File: src/rtl/power_seq_cfg.sv
// Power-up sequencer with a serial configuration port.
// A framed serial word (LSB first) sets per-channel gains. A frame with the
// exact bit count releases the VCO reset, then each channel reset in
// ascending order, then raises o_ready. A frame with any other bit count
// sets o_cfg_err and leaves every reset asserted.
//
// state      | meaning
// -----------+--------------------------------------------------------
// S_IDLE     | no sequence running, waiting for a frame
// S_SHIFT    | frame open, shifting serial bits into the shadow
// S_VCO_WAIT | frame accepted, counting down to the VCO reset release
// S_CH_REL   | releasing channel resets one at a time
// S_RDY_WAIT | all channels released, counting down to o_ready
// S_READY    | sequence complete, holding until reset or a new frame
module power_seq_cfg #(
  parameter int N_CH    = 2,
  parameter int GW      = 3,
  parameter int VCO_DLY = 2,
  parameter int CH_DLY  = 10,
  parameter int RDY_DLY = 10
) (
  input  logic               i_clk,
  input  logic               i_reset,
  input  logic               i_sclk,
  input  logic               i_sdin,
  input  logic               i_sen,
  output logic [N_CH*GW-1:0] o_gain,
  output logic [N_CH-1:0]    o_resetb,
  output logic               o_resetbvco,
  output logic               o_ready,
  output logic               o_cfg_err
);

  localparam int NB   = N_CH * GW;
  localparam int CNTW = $clog2(NB + 2);
  localparam int MAXD = (VCO_DLY > CH_DLY) ? ((VCO_DLY > RDY_DLY) ? VCO_DLY : RDY_DLY)
                                           : ((CH_DLY > RDY_DLY) ? CH_DLY : RDY_DLY);
  localparam int TW   = $clog2(MAXD + 1);
  localparam int CHW  = (N_CH > 1) ? $clog2(N_CH) : 1;

  localparam logic [CNTW-1:0] CNT_FULL = CNTW'(NB);
  localparam logic [CNTW-1:0] CNT_SAT  = CNTW'(NB + 1);
  localparam logic [CHW-1:0]  CH_LAST  = CHW'(N_CH - 1);

  typedef enum logic [2:0] {
    S_IDLE, S_SHIFT, S_VCO_WAIT, S_CH_REL, S_RDY_WAIT, S_READY
  } state_t;

  state_t            state_q, state_d;
  logic [2:0]        sclk_q;
  logic [1:0]        sdin_q;
  logic [2:0]        sen_q;
  logic [CNTW-1:0]   cnt_q, cnt_d;
  logic [NB-1:0]     shadow_q, shadow_d;
  logic [NB-1:0]     gain_q, gain_d;
  logic [N_CH-1:0]   resetb_q, resetb_d;
  logic              vco_q, vco_d;
  logic              ready_q, ready_d;
  logic              err_q, err_d;
  logic [TW-1:0]     tmr_q, tmr_d;
  logic [CHW-1:0]    ch_q, ch_d;

  // bit [1] of each chain is the synchronised signal, bit [2] its previous value
  logic sclk_rise, sen_s, sen_rise, sen_fall, sdin_s, tmr_zero, enter_shift;
  assign sclk_rise   = sclk_q[1] & ~sclk_q[2];
  assign sen_s       = sen_q[1];
  assign sen_rise    = sen_q[1] & ~sen_q[2];
  assign sen_fall    = ~sen_q[1] & sen_q[2];
  assign sdin_s      = sdin_q[1];
  assign tmr_zero    = (tmr_q == '0);
  assign enter_shift = (state_q != S_SHIFT) && (state_d == S_SHIFT);

  // State, synchronisers and datapath registers with synchronous reset
  always_ff @(posedge i_clk) begin
    if (i_reset) begin
      state_q  <= S_IDLE;
      sclk_q   <= '0;
      sdin_q   <= '0;
      sen_q    <= '0;
      cnt_q    <= '0;
      shadow_q <= '0;
      gain_q   <= '0;
      resetb_q <= '0;
      vco_q    <= 1'b0;
      ready_q  <= 1'b0;
      err_q    <= 1'b0;
      tmr_q    <= '0;
      ch_q     <= '0;
    end else begin
      state_q  <= state_d;
      sclk_q   <= {sclk_q[1:0], i_sclk};
      sdin_q   <= {sdin_q[0], i_sdin};
      sen_q    <= {sen_q[1:0], i_sen};
      cnt_q    <= cnt_d;
      shadow_q <= shadow_d;
      gain_q   <= gain_d;
      resetb_q <= resetb_d;
      vco_q    <= vco_d;
      ready_q  <= ready_d;
      err_q    <= err_d;
      tmr_q    <= tmr_d;
      ch_q     <= ch_d;
    end
  end

  // Next-state selection; a new frame pre-empts any running sequence
  always_comb begin
    state_d = state_q;
    unique case (state_q)
      S_IDLE:     if (sen_rise) state_d = S_SHIFT;
      S_SHIFT:    if (sen_fall) state_d = (cnt_q == CNT_FULL) ? S_VCO_WAIT : S_IDLE;
      S_VCO_WAIT: if (sen_rise) state_d = S_SHIFT;
                  else if (tmr_zero) state_d = S_CH_REL;
      S_CH_REL:   if (sen_rise) state_d = S_SHIFT;
                  else if (tmr_zero && (ch_q == CH_LAST)) state_d = S_RDY_WAIT;
      S_RDY_WAIT: if (sen_rise) state_d = S_SHIFT;
                  else if (tmr_zero) state_d = S_READY;
      S_READY:    if (sen_rise) state_d = S_SHIFT;
      default:    state_d = S_IDLE;
    endcase
  end

  // Shift, accept/reject, delay countdown and release outputs
  always_comb begin
    cnt_d    = cnt_q;
    shadow_d = shadow_q;
    gain_d   = gain_q;
    resetb_d = resetb_q;
    vco_d    = vco_q;
    ready_d  = ready_q;
    err_d    = err_q;
    tmr_d    = tmr_q;
    ch_d     = ch_q;
    if (enter_shift) begin
      // shadow is cleared so each bit can be OR-ed into its slot
      cnt_d    = '0;
      shadow_d = '0;
      err_d    = 1'b0;
      resetb_d = '0;
      vco_d    = 1'b0;
      ready_d  = 1'b0;
    end else begin
      unique case (state_q)
        S_SHIFT: begin
          if (sen_fall) begin
            if (cnt_q == CNT_FULL) begin
              gain_d = shadow_q;
              tmr_d  = TW'(VCO_DLY - 1);
            end else begin
              err_d = 1'b1;
            end
          end else if (sclk_rise && sen_s) begin
            if (cnt_q < CNT_FULL) shadow_d = shadow_q | (NB'(sdin_s) << cnt_q);
            if (cnt_q != CNT_SAT) cnt_d = cnt_q + CNTW'(1);
          end
        end
        S_VCO_WAIT: begin
          if (tmr_zero) begin
            vco_d = 1'b1;
            tmr_d = TW'(CH_DLY - 1);
            ch_d  = '0;
          end else begin
            tmr_d = tmr_q - TW'(1);
          end
        end
        S_CH_REL: begin
          if (tmr_zero) begin
            resetb_d = resetb_q | (N_CH'(1'b1) << ch_q);
            if (ch_q == CH_LAST) begin
              tmr_d = TW'(RDY_DLY - 1);
            end else begin
              ch_d  = ch_q + CHW'(1);
              tmr_d = TW'(CH_DLY - 1);
            end
          end else begin
            tmr_d = tmr_q - TW'(1);
          end
        end
        S_RDY_WAIT: begin
          if (tmr_zero) ready_d = 1'b1;
          else          tmr_d   = tmr_q - TW'(1);
        end
        default: ;
      endcase
    end
  end

  assign o_gain      = gain_q;
  assign o_resetb    = resetb_q;
  assign o_resetbvco = vco_q;
  assign o_ready     = ready_q;
  assign o_cfg_err   = err_q;

endmodule

File: config.mk
export PLATFORM = sky130hd
export DESIGN_NAME = power_seq_cfg
export DESIGN_NICKNAME = d
export VERILOG_FILES = /design/src/rtl/power_seq_cfg.sv
export SDC_FILE = /design/constraint.sdc
export NUM_CORES = 1
export LEC_CHECK = 0
export BUFFER_PORTS_ARGS = -buffer_cell sky130_fd_sc_hd__buf_2
export CAP_MARGIN = 20
export CORE_MARGIN = 3
export CORE_UTILIZATION = 25
export DETAILED_ROUTE_END_ITERATION = 8
export PLACE_DENSITY_LB_ADDON = 0.15
export RECOVER_POWER = 25
export SLEW_MARGIN = 20
export SYNTH_ARGS = -nofsm -noshare
export SYNTH_HDL_FRONTEND = slang
export SYNTH_SLANG_ARGS = --single-unit
File: constraint.sdc
create_clock -name i_clk -period 6.93 [get_ports i_clk]
set_clock_uncertainty 0.1 [all_clocks]
set_input_delay 1.386 -clock i_clk [delete_from_list [all_inputs] [get_ports i_clk]]
set_output_delay 1.386 -clock i_clk [all_outputs]
set_load 0.05 [all_outputs]
==> flow_summary.json <==
{
  "status": "complete, no violations",
  "fin_crit_ps": 3130,
  "synth_cell_type_count": 35,
  "cp.required_ps": 6960,
  "yosysMostFrequentCell": "dfxtp_1",
  "cts.root.buffer_cell": "clkbuf_8",
  "syn-num-nets": 178,
  "arrival_ps": 3160,
  "rsz0062_at_grt": "false",
  "grt_pass1_vias": 1101,
  "fp-row-count": 27,
  "synth_top_area_frac": 0.470,
  "crit_buf_inv": 3,
  "hold_violations": 0,
  "die_h_um": 84.3,
  "grt_pass1_wl_mm": 5.29,
  "ir_drop_mv": 0.0898,
  "p_comb_frac": 0.032,
  "cts-resized-gates": 0,
  "r2r_cells": 5,
  "path_cells": "clkbuf_1, inv_1, o211ai_1, a21boi_1, buf_4, a211oi_1",
  "grt-ovfl-total": 0,
  "hold_buffers": 0,
  "path_delay_family": "buffers and inverters",
  "leakagePower_nw": 0.685,
  "drt_wl_total_mm": 3.21,
  "synth_top_area_cell": "dfxtp_1",
  "clock_latency_ps": 280,
  "drc_errors": 0,
  "p_int_uw": 293,
  "fin_area_um2": 1750,
  "htreeDepth": 2,
  "gp_congestion": 0.778,
  "layout.nets": 194,
  "cp_slowest_cell": "clkbuf_1",
  "crit_path_end_kind": "flip-flop",
  "core_area_um2": 5710,
  "area_delta_synth_final_pct": 14.4,
  "yosys_warnings": 0,
  "cts.reportedPaths.clkPinSlew_ps": 70,
  "drt_iter0_drc": 68,
  "yosysSeqAreaShare": 0.470,
  "utilization": 0.307,
  "finalWorstSetupSlack_ps": 3800,
  "synthCells": 168,
  "swShare": 0.222,
  "io_pins": 16,
  "yosys_register_bits": 36,
  "switching_power_uw": 83.4,
  "cts_sinks": 36,
  "cp-start-kind": "primary input",
  "cts_setup_buffers": 0,
  "max_stage_delay_ps": 690,
  "layout-drive-gt1-share": 0.141,
  "hold_class": "reg2reg",
  "fin_crit_sh": 0.452,
  "die_w_um": 84.3,
  "worstSetupPathType": "in2reg",
  "maxSlewViolCount": 0,
  "synth.avg_cell_area_um2": 9.12,
  "grt_start_max_net_pins": 21,
  "pwr-share-clk": 0.407,
  "async_flop_share": 0,
  "dieArea_um2": 7110,
  "port_buffers": 15,
  "viasPerCell": 4.60,
  "dp_hpwl_mm": 2.25,
  "maxSlewHeadroom": 0.368,
  "vias": 1182,
  "wire_per_inst_um": 12.5,
  "first_pass_iters": 4,
  "synth_edf_count": 0,
  "diodes": 0,
  "track_usage": 0.0938,
  "ant_nets": 0,
  "synth.cell_area_um2": 1530,
  "cp.depth": 6,
  "timing.fmax_ghz": 0.319,
  "synth_ff_type": "dfxtp_1",
  "cap_violations": 0,
  "start_util": 0.268,
  "cts_buffers": 5,
  "power_density_nw_per_um2": 215,
  "worst-path-max-fanout": 20,
  "seq_power_share": 0.560,
  "placed_area_um2": 1660,
  "antenna_found_initial": 0,
  "setup_viol": 0,
  "cts_buffer_depth": 2,
  "dpl_worst_slack_ps": 3610,
  "cts_tree": "yes",
  "r2r_setup_slack_ps": 4200,
  "tns_ps": 0,
  "hold_depth": 1,
  "tightest_slew_ps": 948,
  "synth_area_leaders": "dfxtp_1 47%, nor2_1 8.3%, mux2i_1 5.9%",
  "synth_common_cells": "36 x dfxtp_1, 34 x nor2_1, 11 x nor2b_1",
  "total_power_uw": 376
}
[path summary, 6_finish.rpt]
check | start | end
setup reg to reg | state_q[0]$_SDFF_PP0_ | tmr_q[2]$_SDFFE_PP0P_
setup / recovery | i_reset | cnt_q[1]$_SDFFE_PP0P_
hold / removal | sclk_q[0]$_SDFF_PP0_ | sclk_q[1]$_SDFF_PP0_
hold reg to reg | sclk_q[0]$_SDFF_PP0_ | sclk_q[1]$_SDFF_PP0_
[final cells by class]
cell class                      count  area (µm²)
Clock inverter                      2        10.0
Multi-Input combinational cell    119         747
Tap cell                           72        90.1
Timing Repair Buffer               16        81.3
Fill cell                         602        3960
Sequential cell                    36         721
Inverter                            6        22.5
Clock buffer                        6        82.6
[cell families (layout without fill, tap and decap cells)]
family,Yosys count,after routing,synth area share
simple gates,75,75,0.252
compound gates,28,28,0.124
mux,9,9,0.0588
fa+ha+maj,5,5,0.0408
buf+inv,13,30,0.0424
xor+xnor,2,2,0.0114
flops,36,36,0.470
[stage by stage]
| step | std cells | hold WS (ps) |
|---|---|---|
| floorplan | 168 | 314 |
| global placement | 248 | 320 |
| detailed placement | 248 | 326 |
| CTS | 256 | 342 |
| global route | 257 | 367 |
| finish | 257 | 340 |
[power by group through the flow]
stage          clock network [mW]  logic (mW)  registers [mW]
2_1_floorplan                   0     0.00959           0.215
3_3_place_gp                    0      0.0113           0.216
3_5_place_dp                    0      0.0116           0.216
4_1_cts                     0.160      0.0116           0.211
5_1_grt                     0.167      0.0136           0.211
6_report                    0.153      0.0121           0.211
[metal layers]
metal / track usage / part of all wire / up-vias
met5: 0 / 0 / -
met4: 0.0541 / 0.029 / 0
met3: 0.0353 / 0.059 / 6
met2: 0.136 / 0.42 / 34
met1: 0.118 / 0.49 / 535
li1: - / - / 607
[layout by cell type (no fill, tap or decap), types with 2 or more instances in the layout]
master    Yosys  layout
clkbuf_8      0       6
a31oi_1       2       2
o21ai_0       2       2
nand3_1       3       3
inv_1         6       6
and3_1        2       2
nor3_1        6       6
o31ai_1       2       2
mux2i_1       9       9
xnor2_1       2       2
nand2b_1      3       3
clkinv_2      0       2
nand2_1       7       7
nor2b_1      11      11
nor2_1       34      34
dfxtp_1      36      36
buf_2         1      14
a21oi_1      10      10
ha_1          5       5
or3b_1        2       2
a211oi_1      5       5
[flip-flops by register name, indices dropped and copies added (netlist names)]
signal,cells
state_q,3
tmr_q,4
sclk_q,3
sen_q,3
ch_q,1
cnt_q,3
o_cfg_err,1
sdin_q,2
shadow_q,6
o_gain,6
o_resetb,2
o_resetbvco,1
o_ready,1
Note: power is estimated with default switching activity, not from simulation.
